## src/rtl/mem_port_arbiter_pkg.sv

```systemverilog
// Shared types and reset values for the external-memory port arbiter.
package mem_arb_pkg;

   typedef enum logic [1:0] {
      IDLE = 2'd0,
      WR   = 2'd1,
      RD   = 2'd2
   } arb_state_e;

   typedef enum logic {
      REQ_WR = 1'b0,
      REQ_RD = 1'b1
   } req_id_e;

   localparam arb_state_e STATE_RST    = IDLE;
   localparam req_id_e    LAST_SRV_RST = REQ_RD;

endpackage

```

## src/rtl/mem_port_arbiter_if.sv

```systemverilog
// Requester handshakes plus the memory-side port of the arbiter.
interface mem_port_arbiter_if #(
   parameter int unsigned ADDR_W = 32,
   parameter int unsigned DATA_W = 32
);
   logic              wr_req;
   logic [ADDR_W-1:0] wr_addr;
   logic [DATA_W-1:0] wr_data;
   logic              wr_last;
   logic              wr_gnt;

   logic              rd_req;
   logic [ADDR_W-1:0] rd_addr;
   logic              rd_last;
   logic              rd_gnt;
   logic [DATA_W-1:0] rd_data;
   logic              rd_valid;

   logic [ADDR_W-1:0] mem_WR_addr;
   logic              mem_write_flag;
   logic [DATA_W-1:0] mem_HWDATA;
   logic [ADDR_W-1:0] mem_RD_addr;
   logic              mem_read_flag;
   logic [DATA_W-1:0] mem_HRDATA;

   logic              busy;

   modport slave (
      input  wr_req, wr_addr, wr_data, wr_last,
      output wr_gnt,
      input  rd_req, rd_addr, rd_last,
      output rd_gnt, rd_data, rd_valid,
      output mem_WR_addr, mem_write_flag, mem_HWDATA,
      output mem_RD_addr, mem_read_flag,
      input  mem_HRDATA,
      output busy
   );

   modport master (
      output wr_req, wr_addr, wr_data, wr_last,
      input  wr_gnt,
      output rd_req, rd_addr, rd_last,
      input  rd_gnt, rd_data, rd_valid,
      input  mem_WR_addr, mem_write_flag, mem_HWDATA,
      input  mem_RD_addr, mem_read_flag,
      output mem_HRDATA,
      input  busy
   );
endinterface

```

## src/rtl/mem_port_arbiter.sv

```systemverilog
// Grants whole write/read bursts on the single external-memory port with
// fair rotation and a per-tenure beat limit; memory strobes are registered.
module mem_port_arbiter
   import mem_arb_pkg::*;
#(
   parameter int unsigned ADDR_W   = 32,
   parameter int unsigned DATA_W   = 32,
   parameter int unsigned MAX_HOLD = 16
) (
   input logic               HCLK,
   input logic               HRESETn,
   mem_port_arbiter_if.slave bus
);

   localparam int unsigned HOLD_W = $clog2(MAX_HOLD + 1);

   arb_state_e        state, state_nxt;
   req_id_e           last_srv, last_srv_nxt;
   logic [HOLD_W-1:0] hold_cnt, hold_cnt_nxt;

   logic              wr_acc, rd_acc, at_limit;

   logic              wr_flag_q, rd_flag_q, rd_valid_q;
   logic [ADDR_W-1:0] wr_addr_q, rd_addr_q;
   logic [DATA_W-1:0] wr_data_q, rd_data_q;

   // A beat is accepted on any edge where the owner's request meets its grant.
   assign wr_acc   = (state == WR) && bus.wr_req;
   assign rd_acc   = (state == RD) && bus.rd_req;
   assign at_limit = (hold_cnt == HOLD_W'(MAX_HOLD - 1));

   assign bus.wr_gnt = wr_acc;
   assign bus.rd_gnt = rd_acc;
   assign bus.busy   = (state != IDLE);

   always_ff @(posedge HCLK or negedge HRESETn) begin
      if (!HRESETn) begin
         state    <= STATE_RST;
         last_srv <= LAST_SRV_RST;
         hold_cnt <= '0;
      end else begin
         state    <= state_nxt;
         last_srv <= last_srv_nxt;
         hold_cnt <= hold_cnt_nxt;
      end
   end

   // Tenure ends on a last beat, the hold limit, or the owner dropping its request.
   always_comb begin
      state_nxt    = state;
      last_srv_nxt = last_srv;
      hold_cnt_nxt = hold_cnt;
      case (state)
         IDLE: begin
            if (bus.wr_req && (!bus.rd_req || (last_srv == REQ_RD))) begin
               state_nxt = WR;
            end else if (bus.rd_req) begin
               state_nxt = RD;
            end
         end
         WR: begin
            if (!bus.wr_req || bus.wr_last || at_limit) begin
               state_nxt    = bus.rd_req ? RD : IDLE;
               last_srv_nxt = REQ_WR;
            end else begin
               hold_cnt_nxt = hold_cnt + 1'b1;
            end
         end
         RD: begin
            if (!bus.rd_req || bus.rd_last || at_limit) begin
               state_nxt    = bus.wr_req ? WR : IDLE;
               last_srv_nxt = REQ_RD;
            end else begin
               hold_cnt_nxt = hold_cnt + 1'b1;
            end
         end
         default: state_nxt = IDLE;
      endcase
      if (state_nxt != state) begin
         hold_cnt_nxt = '0;
      end
   end

   // Memory-side strobes follow acceptance order; read data lands one cycle after its strobe.
   always_ff @(posedge HCLK or negedge HRESETn) begin
      if (!HRESETn) begin
         wr_flag_q  <= 1'b0;
         wr_addr_q  <= '0;
         wr_data_q  <= '0;
         rd_flag_q  <= 1'b0;
         rd_addr_q  <= '0;
         rd_valid_q <= 1'b0;
         rd_data_q  <= '0;
      end else begin
         wr_flag_q  <= wr_acc;
         rd_flag_q  <= rd_acc;
         rd_valid_q <= rd_flag_q;
         if (wr_acc) begin
            wr_addr_q <= bus.wr_addr;
            wr_data_q <= bus.wr_data;
         end
         if (rd_acc) begin
            rd_addr_q <= bus.rd_addr;
         end
         if (rd_flag_q) begin
            rd_data_q <= bus.mem_HRDATA;
         end
      end
   end

   assign bus.mem_write_flag = wr_flag_q;
   assign bus.mem_WR_addr    = wr_addr_q;
   assign bus.mem_HWDATA     = wr_data_q;
   assign bus.mem_read_flag  = rd_flag_q;
   assign bus.mem_RD_addr    = rd_addr_q;
   assign bus.rd_valid       = rd_valid_q;
   assign bus.rd_data        = rd_data_q;

endmodule
```

## src/flat_wrapper.sv

```systemverilog
// flat-port wrapper written by rule: the top's interface ports become plain ports
module mem_port_arbiter_flat import mem_arb_pkg::*;
#(
   parameter int unsigned ADDR_W   = 32,
   parameter int unsigned DATA_W   = 32,
   parameter int unsigned MAX_HOLD = 16
)
  (HCLK, HRESETn, bus_wr_req, bus_wr_addr, bus_wr_data, bus_wr_last, bus_wr_gnt, bus_rd_req, bus_rd_addr, bus_rd_last, bus_rd_gnt, bus_rd_data, bus_rd_valid, bus_mem_WR_addr, bus_mem_write_flag, bus_mem_HWDATA, bus_mem_RD_addr, bus_mem_read_flag, bus_mem_HRDATA, bus_busy);
  mem_port_arbiter_if #(.ADDR_W(ADDR_W), .DATA_W(DATA_W)) bus_i ();
  input logic HCLK;
  input logic HRESETn;
  input wire logic [$bits(bus_i.wr_req)-1:0] bus_wr_req;
  input wire logic [$bits(bus_i.wr_addr)-1:0] bus_wr_addr;
  input wire logic [$bits(bus_i.wr_data)-1:0] bus_wr_data;
  input wire logic [$bits(bus_i.wr_last)-1:0] bus_wr_last;
  output wire logic [$bits(bus_i.wr_gnt)-1:0] bus_wr_gnt;
  input wire logic [$bits(bus_i.rd_req)-1:0] bus_rd_req;
  input wire logic [$bits(bus_i.rd_addr)-1:0] bus_rd_addr;
  input wire logic [$bits(bus_i.rd_last)-1:0] bus_rd_last;
  output wire logic [$bits(bus_i.rd_gnt)-1:0] bus_rd_gnt;
  output wire logic [$bits(bus_i.rd_data)-1:0] bus_rd_data;
  output wire logic [$bits(bus_i.rd_valid)-1:0] bus_rd_valid;
  output wire logic [$bits(bus_i.mem_WR_addr)-1:0] bus_mem_WR_addr;
  output wire logic [$bits(bus_i.mem_write_flag)-1:0] bus_mem_write_flag;
  output wire logic [$bits(bus_i.mem_HWDATA)-1:0] bus_mem_HWDATA;
  output wire logic [$bits(bus_i.mem_RD_addr)-1:0] bus_mem_RD_addr;
  output wire logic [$bits(bus_i.mem_read_flag)-1:0] bus_mem_read_flag;
  input wire logic [$bits(bus_i.mem_HRDATA)-1:0] bus_mem_HRDATA;
  output wire logic [$bits(bus_i.busy)-1:0] bus_busy;
  assign bus_i.wr_req = bus_wr_req;
  assign bus_i.wr_addr = bus_wr_addr;
  assign bus_i.wr_data = bus_wr_data;
  assign bus_i.wr_last = bus_wr_last;
  assign bus_wr_gnt = bus_i.wr_gnt;
  assign bus_i.rd_req = bus_rd_req;
  assign bus_i.rd_addr = bus_rd_addr;
  assign bus_i.rd_last = bus_rd_last;
  assign bus_rd_gnt = bus_i.rd_gnt;
  assign bus_rd_data = bus_i.rd_data;
  assign bus_rd_valid = bus_i.rd_valid;
  assign bus_mem_WR_addr = bus_i.mem_WR_addr;
  assign bus_mem_write_flag = bus_i.mem_write_flag;
  assign bus_mem_HWDATA = bus_i.mem_HWDATA;
  assign bus_mem_RD_addr = bus_i.mem_RD_addr;
  assign bus_mem_read_flag = bus_i.mem_read_flag;
  assign bus_i.mem_HRDATA = bus_mem_HRDATA;
  assign bus_busy = bus_i.busy;
  mem_port_arbiter #(.ADDR_W(ADDR_W), .DATA_W(DATA_W), .MAX_HOLD(MAX_HOLD)) u_core (.HCLK(HCLK), .HRESETn(HRESETn), .bus(bus_i));
endmodule
```

## config.mk

```make
export PLATFORM = sky130hd
export DESIGN_NAME = mem_port_arbiter_flat
export DESIGN_NICKNAME = d
export VERILOG_FILES = /design/src/rtl/mem_port_arbiter_pkg.sv /design/src/rtl/mem_port_arbiter_if.sv /design/src/rtl/mem_port_arbiter.sv /design/src/flat_wrapper.sv
export SDC_FILE = /design/constraint.sdc
export NUM_CORES = 1
export LEC_CHECK = 0
export CAP_MARGIN = 5
export CORE_MARGIN = 8
export CORE_UTILIZATION = 31
export CTS_CLUSTER_DIAMETER = 200
export DETAILED_ROUTE_END_ITERATION = 10
export GPL_ROUTABILITY_DRIVEN = 0
export HOLD_SLACK_MARGIN = 0.03
export MAX_ROUTING_LAYER = met4
export SKIP_CTS_REPAIR_TIMING = 1
export SYNTH_ARGS = -nofsm -noshare
export SYNTH_HDL_FRONTEND = slang
export SYNTH_SLANG_ARGS = --single-unit
```

## constraint.sdc

```tcl
create_clock -name HCLK -period 2.38 [get_ports HCLK]
set_input_delay 0.238 -clock HCLK [delete_from_list [all_inputs] [get_ports HCLK]]
set_output_delay 0.238 -clock HCLK [all_outputs]
set_load 0.01 [all_outputs]
```

# == Word level (Yosys, flattened, before mapping) ==
# Cells that the tools add are included.
# word_totals
register_bits,139
elab_cells,49
output_inout_bits,134
inputBits,134
# classes
add_sub_neg,1
n_mux,14
reduce_logical,16
n_eq_ne,8
# ops
op,n
$mux W5,3
$mux W2,5
$pmux W5 S2,1
$ne A3 B3 Y1 const B,2
$pmux W2 S3,1
$reduce_and A3 Y1,2
$add A5 B1 Y5 const B,1
$eq A5 B4 Y1 const B,1
$logic_or A1 B1 Y1,5
$ne A2 B2 Y1 const B,2
$reduce_bool A2 Y1,2
$logic_and A1 B1 Y1,3
$mux W1,3
$reduce_bool A3 Y1,1
$eq A2 B1 Y1 const B,1
$eq A2 B2 Y1 const B,1
$logic_not A1 Y1,2
$logic_not A2 Y1,1
$ne A2 B2 Y1,1
$pmux W1 S2,1

# == Logic depth before layout (Yosys ltp) ==
# depth
depth_word,8
ltp_mapped,7

# == Least setup slack after synthesis ==
# Ideal clock, no wire load.
# synth_path
path_type,reg2reg
start,reg u_core.hold_cnt[0]
end,reg u_core.hold_cnt[3]
synth_period_minus_slack_ps,1931
stages_incl_launch_ff,8
t_required_ps,2303
arrival_ps,1854
slack_ps,449
setup_time_ps,77
n_path_buf,0
path_cell_list,dfrtp_1 ha_1 and3_1 ha_1 nor3b_2 a22oi_2 or3_1 a21oi_1
# synth_between
elab_chain_len,7
elab_cells_between_ends,16
cone_classes,1 x add/sub; 4 x eq/ne; 7 x mux; 4 x reduce/logical
# synth_lines
item,line_no,rtl
from (decl),mem_port_arbiter.sv:19,"logic [HOLD_W-1:0] hold_cnt, hold_cnt_nxt;"
from (signal assigned),mem_port_arbiter.sv:44,hold_cnt <= hold_cnt_nxt;
$eq A5 B4 Y1,mem_port_arbiter.sv:30,assign at_limit = (hold_cnt == HOLD_W'(MAX_HOLD - 1));
"$logic_or A1 B1 Y1, on equally long branches","mem_port_arbiter.sv:70, mem_port_arbiter.sv:62",
"$mux W2, on equally long branches","mem_port_arbiter.sv:70, mem_port_arbiter.sv:62",
$pmux W2 S3,mem_port_arbiter.sv:53,case (state)
$ne A2 B2 Y1,mem_port_arbiter.sv:79,if (state_nxt != state) begin
$ne A3 B3 Y1 (no source line) or $reduce_bool A3 Y1 (tied branches),n/a,
$reduce_and A3 Y1 (no source line),n/a,
# Several ways; a longest one is shown, not always the timed one. The select of a mux whose other input is x is not followed.
# A chain may end at the register's enable or synchronous reset.

# == Final worst setup path ==
# Ends and elaborated chain as after synthesis.

==> results by group <==
Setup path
  – WS Path Type: reg2reg
  – CP startpoint kind: flip-flop
  – Crit. End Element: flip-flop
  – Data required, critical path: 2710 ps
  – Crit path max fanout: 5
  – WP data arrival: 2460 ps

Cells and area
  – Fin area: between 0.008 and 0.009 mm^2
  – Layout area overhead: 66.46%
  – N_diodes: 0
  – Final core utilization: around half
  – Final Net Count: 741
  – Fin cells: 842
  – Share of layout cells above drive strength 1: 28.53%

CTS
  – CTS root buffer: clkbuf_16
  – CTS clk-pin slew, worst paths: 60 ps
  – Clk_lat worst skew: between 400 and 500 ps
  – CTS Sinks: 139
  – Num CTS Buffers: 17
  – H-tree Lvls: 4
  – CTS tree: done
  – CTS max path bufs: 2

Power
  – Tot Pwr: around 12 mW
  – Worst VDD drop: 0.6044 mV
  – LEAKAGE: approximately 3.7 nW
  – PD cells: roughly 1300 mW/mm^2

Routing
  – WL/cell: ~18 um
  – Drt drc: 0
  – DRT Wirelength: 15.28 mm
  – DRT antenna net count: 0
  – Via count: 3737
  – DRT iter0 DRCs: 62
  – Initial DRT Pass Iterations: 4
  – Detail-routed via count per cell: 4.438

Die
  – IO Pins: 268
  – Die Footprint: 0.02162 mm^2
  – FP Rows: 48
  – Chip height: 147.0 um
  – Initial Util: a little under a third
  – Die W: 147.0 um
  – Core area: 0.01706 mm^2

STA
  – Setup Skew: roughly 6.1 ps
  – RSZ-0062 raised after global routing: false
  – WHS: 318.3 ps
  – Min Tclk post-route: about 2100 ps
  – Post-route clock period utilization: about nine tenths
  – Slew headroom: 68.34%
  – FMAX: around 0.47 GHz
  – Setup TNS Final: 0 ps
  – Slew Viols, Final: 0
  – Hold Fails Final Rpt: 0
  – Setup violators final: 0
  – Worst slew pin tran: 474.9 ps
  – Final worst setup slack: 248.9 ps

Synthesis
  – Asr flop ratio synth: 100.0%
  – Yosys reg bits: about 140
  – Post-synth EDFFs: 0
  – Post-synthesis cell count: 326
  – Sequential area share after synthesis: around two thirds
  – Synthesized area: 0.005323 mm^2
  – Synth cell types: 30
  – Predominant post-synthesis flop cell: dfrtp_1
  – Net Count, Synth: 462
  – Syn. warnings: 0
  – Avg Cell Area, Syn: 16.33 um^2

GRT
  – First-pass GRT wire length: 24.43 mm
  – Overflow after GRT: 0
  – Antenna violations before repair: 0
  – Vias in the first global route: approximately 4300
  – Pin count of the biggest net entering global routing: 65
  – Total track usage: roughly 15%

Placed design
  – IO Port Bufs: 267
  – Worst slack at placement: approximately 260 ps
  – Area post-placement: 0.008249 mm^2
  – Inst Count DP: 810
  – DP Wirelength: 11.75 mm

Flow run
  – Max-cap viol count: 0

Status
  – Run status: completed

Min path
  – Worst min path class: in2async
[cells in the final DEF, fill, tap and decap left out, types with 3 or more instances in the layout]
cell type	synthesis	routed
a21oi_1	7	7
buf_4	3	6
bufinv_16	0	3
clkbuf_16	0	17
clkdlybuf4s50_1	0	266
clkinv_2	0	4
dfrtp_1	138	138
inv_1	3	3
mux2_2	128	128
nand2_1	5	4
nor2_1	3	3
o21ai_0	4	4
[kinds of logic after synthesis]
| family | after synthesis | synth area share, % |
|---|---|---|
| and+or+nand+nor | 19 | 2.163 |
| AOI/OAI and AO/OA | 18 | 2.327 |
| muxes | 128 | 27.08 |
| DFF | 139 | 65.37 |
| buffers and inverters | 19 | 2.421 |
| xor gates and xnor gates | 1 | 0.1646 |
| adders and majority gates | 2 | 0.4701 |
[metal layers]
metal	up-vias	GRT usage, %	part of all wire [%]
li1	1712	-	-
met1	1839	16.71	41
met2	168	24.42	51
met3	18	5.168	7.0
met4	0	5.252	1.5
met5	-	-	0
[area by class of cell]
class | instances | area [um^2]
tap | 225 | 281.5
clock inverter | 11 | 143.9
inverter | 3 | 11.26
timing repair buffer | 276 | 2769
multi-input combinational | 168 | 1718
fill | 1448 | 8197
clock buffer | 20 | 456.7
sequential | 139 | 3480
[power by group]
group / internal [mW] / switching [mW] / total [mW] / leakage (nW)
clock: 1.70 / 0.987 / 2.68 / 0.296
sequential: 3.51 / 0.590 / 4.10 / 1.67
combinational: 3.04 / 1.72 / 4.76 / 1.72
[Yosys cell counts, types with 3 or more instances]
master	number	area, um^2
a21oi_1	7	35.03
buf_2	7	35.03
buf_4	3	22.52
buf_6	5	56.30
dfrtp_1	138	3453
inv_1	3	11.26
mux2_2	128	1441
nand2_1	5	18.77
nor2_1	3	11.26
o21ai_0	4	20.02
[path summary, 6_finish.rpt]
kind                                                       start                                endpoint  slack, ps  cells after the start
hold / removal                                           HRESETn  u_core.bus.mem_WR_addr[16]$_DFFE_PN0P_        320                      2
setup / recovery                  u_core.hold_cnt[0]$_DFFE_PN0P_          u_core.hold_cnt[3]$_DFFE_PN0P_        250                      7
setup reg to reg                  u_core.hold_cnt[0]$_DFFE_PN0P_          u_core.hold_cnt[3]$_DFFE_PN0P_        250                      7
max in group asynchronous                                HRESETn      u_core.bus.rd_data[15]$_DFFE_PN0P_       1360                      3
min in group HCLK                                bus_wr_data[14]   u_core.bus.mem_HWDATA[14]$_DFFE_PN0P_        430                      2
hold reg to reg            u_core.bus.mem_HWDATA[23]$_DFFE_PN0P_   u_core.bus.mem_HWDATA[23]$_DFFE_PN0P_        500                      1
[worst max-delay path, stage by stage, from the launching register on]
cell	delay, ps
dfrtp_1	410
ha_1	220
and3_1	180
ha_1	200
nor3b_2	330
a22oi_2	170
or3_1	370
a21oi_1	160
[flip-flops by register name (all words and copies together), names as in the netlist]
signal and cells:
u_core.bus.mem_HWDATA 32, u_core.bus.mem_RD_addr 32, u_core.bus.mem_WR_addr 32, u_core.bus.mem_read_flag 1, u_core.bus.mem_write_flag 1, u_core.bus.rd_data 32
u_core.bus.rd_valid 1, u_core.hold_cnt 5, u_core.last_srv 1, u_core.state 2
Note: power is estimated with default switching activity, not from simulation.
==> RTL edit (same flow settings) <==
The 3 states of `arb_state_e` get a one-hot encoding in 3 bits.
--- a/src/rtl/mem_port_arbiter_pkg.sv
+++ b/src/rtl/mem_port_arbiter_pkg.sv
@@ -3,6 +3,6 @@
 
-   typedef enum logic [1:0] {
-      IDLE = 2'd0,
-      WR   = 2'd1,
-      RD   = 2'd2
+   typedef enum logic [2:0] {
+      IDLE = 3'b001,
+      WR   = 3'b010,
+      RD   = 3'b100
    } arb_state_e;
Function: no difference found for any inputs over 10 cycles, from zero or initial values and one cycle with HRESETn low; not proved beyond that.
==> RTL edit against the unedited design <==
The flow now finishes with violations (setup timing). Via count up 4.3%. Routed wire length up 5.8%. Final area up 2.9%. Sequential cell count up 1. Worst setup slack worse by 0.30 ns. Synthesized area up 1.9%. Hold slack better by 0.049 ns. Power down 0.12%. Die area up 1.7%. Critical endpoint is now u_core.hold_cnt[4]$_DFFE_PN0P_.
==> RTL edit: results (changes against the unedited design) <==
Timing
  • Worst setup slack after layout: -0.05491 ns (-0.3038 ns)
  • Largest clock skew in the final design: 0.005823 ns (-0.0002331 ns)
  • Finish-stage setup viols: 5 (+5)

GRT
  • First-pass GRT wire length: 25200 um (+3.2%)
  • Met1 Usage GRT: 17.09% (+0.38 points)
  • Vias in the first global route: 4352 (+1.0%)
  • Overall routing resource usage: 15.38% (+0.46 points)
  • Maximum number of pins on one net before global-route repair: 61 (-6.2%)

Status
  • Status: finished, violations left
  • Violations in the final reports: setup timing

Worst setup path
  • R2r startpoint: u_core.hold_cnt[1]$_DFFE_PN0P_
  • Startpoint of the worst setup timing path: u_core.hold_cnt[1]$_DFFE_PN0P_
  • R2R cell count: 8 (+1)

Yosys
  • Main area contributors after synthesis: sky130_fd_sc_hd__dfrtp_1, sky130_fd_sc_hd__mux2_2, sky130_fd_sc_hd__mux2_1
  • Count of mapped cells out of synthesis: 341 (+4.6%)
  • Multiplexer share of the synthesized area: 26.94% (-0.14 points)
  • Share of the synthesized area in the top cell type: 63.67% (-1.2 points)

Routing
  • Number of DRC violations after detailed-routing iteration 0: 133 (+110%)
  • Routed length per placed instance: 18.66 um (+2.9%)
  • Met2 wire len: 8141 um (+4.9%)
  • Via count of the routed design: 3896 (+4.3%)

Placement
  • Placed Cells: 834 (+3.0%)

Layout
  • Area delta synth->final: 68.10%
  • Fin nets: 765 (+3.2%)

Pwr
  • Fraction of power spent switching nets: 29.25% (+0.67 points)
  • Leakage: 3.831 nW (+4.1%)
## RTL edit: cell types whose count changed after synthesis, moves of 3 or more
cell,unedited run,this run
sky130_fd_sc_hd__buf_1,0,3
sky130_fd_sc_hd__mux2_2,128,83
sky130_fd_sc_hd__buf_6,5,0
sky130_fd_sc_hd__mux2_1,0,45
sky130_fd_sc_hd__clkbuf_1,1,4
sky130_fd_sc_hd__a21oi_1,7,1
sky130_fd_sc_hd__nor3_1,0,6
## RTL edit: worst max-delay path, cell delays in order, from the launching register on
cell	delay [ns]
sky130_fd_sc_hd__dfrtp_1	0.39
sky130_fd_sc_hd__ha_2	0.19
sky130_fd_sc_hd__and3_4	0.18
sky130_fd_sc_hd__ha_4	0.16
sky130_fd_sc_hd__or3b_4	0.37
sky130_fd_sc_hd__and3_4	0.16
sky130_fd_sc_hd__a211o_1	0.26
sky130_fd_sc_hd__a221o_2	0.42
sky130_fd_sc_hd__a2111oi_4	0.19
## RTL edit: cell type report
| type | instances | share of cell area, % |
|---|---|---|
| Multi-Input combinational cell | 180 | 20.53 |
| Tap cell | 225 | 3.088 |
| Sequential cell | 140 | 38.47 |
| Inverter | 4 | 0.1647 |
| Clock inverter | 9 | 1.496 |
| Timing Repair Buffer | 286 | 31.06 |
| Clock buffer | 22 | 5.201 |
## RTL edit: power groups by stage
| stage | Sequential, mW | Clock, mW | Combinational [mW] |
|---|---|---|---|
| finish | 4.07 | 2.73 | 4.74 |
| global route | 4.23 | 2.93 | 5.05 |
| CTS | 4.08 | 2.79 | 4.83 |
| detailed placement | 4.11 | 0 | 4.81 |
| global placement | 4.07 | 0 | 4.74 |
| floorplan | 4.54 | 0 | 1.38 |
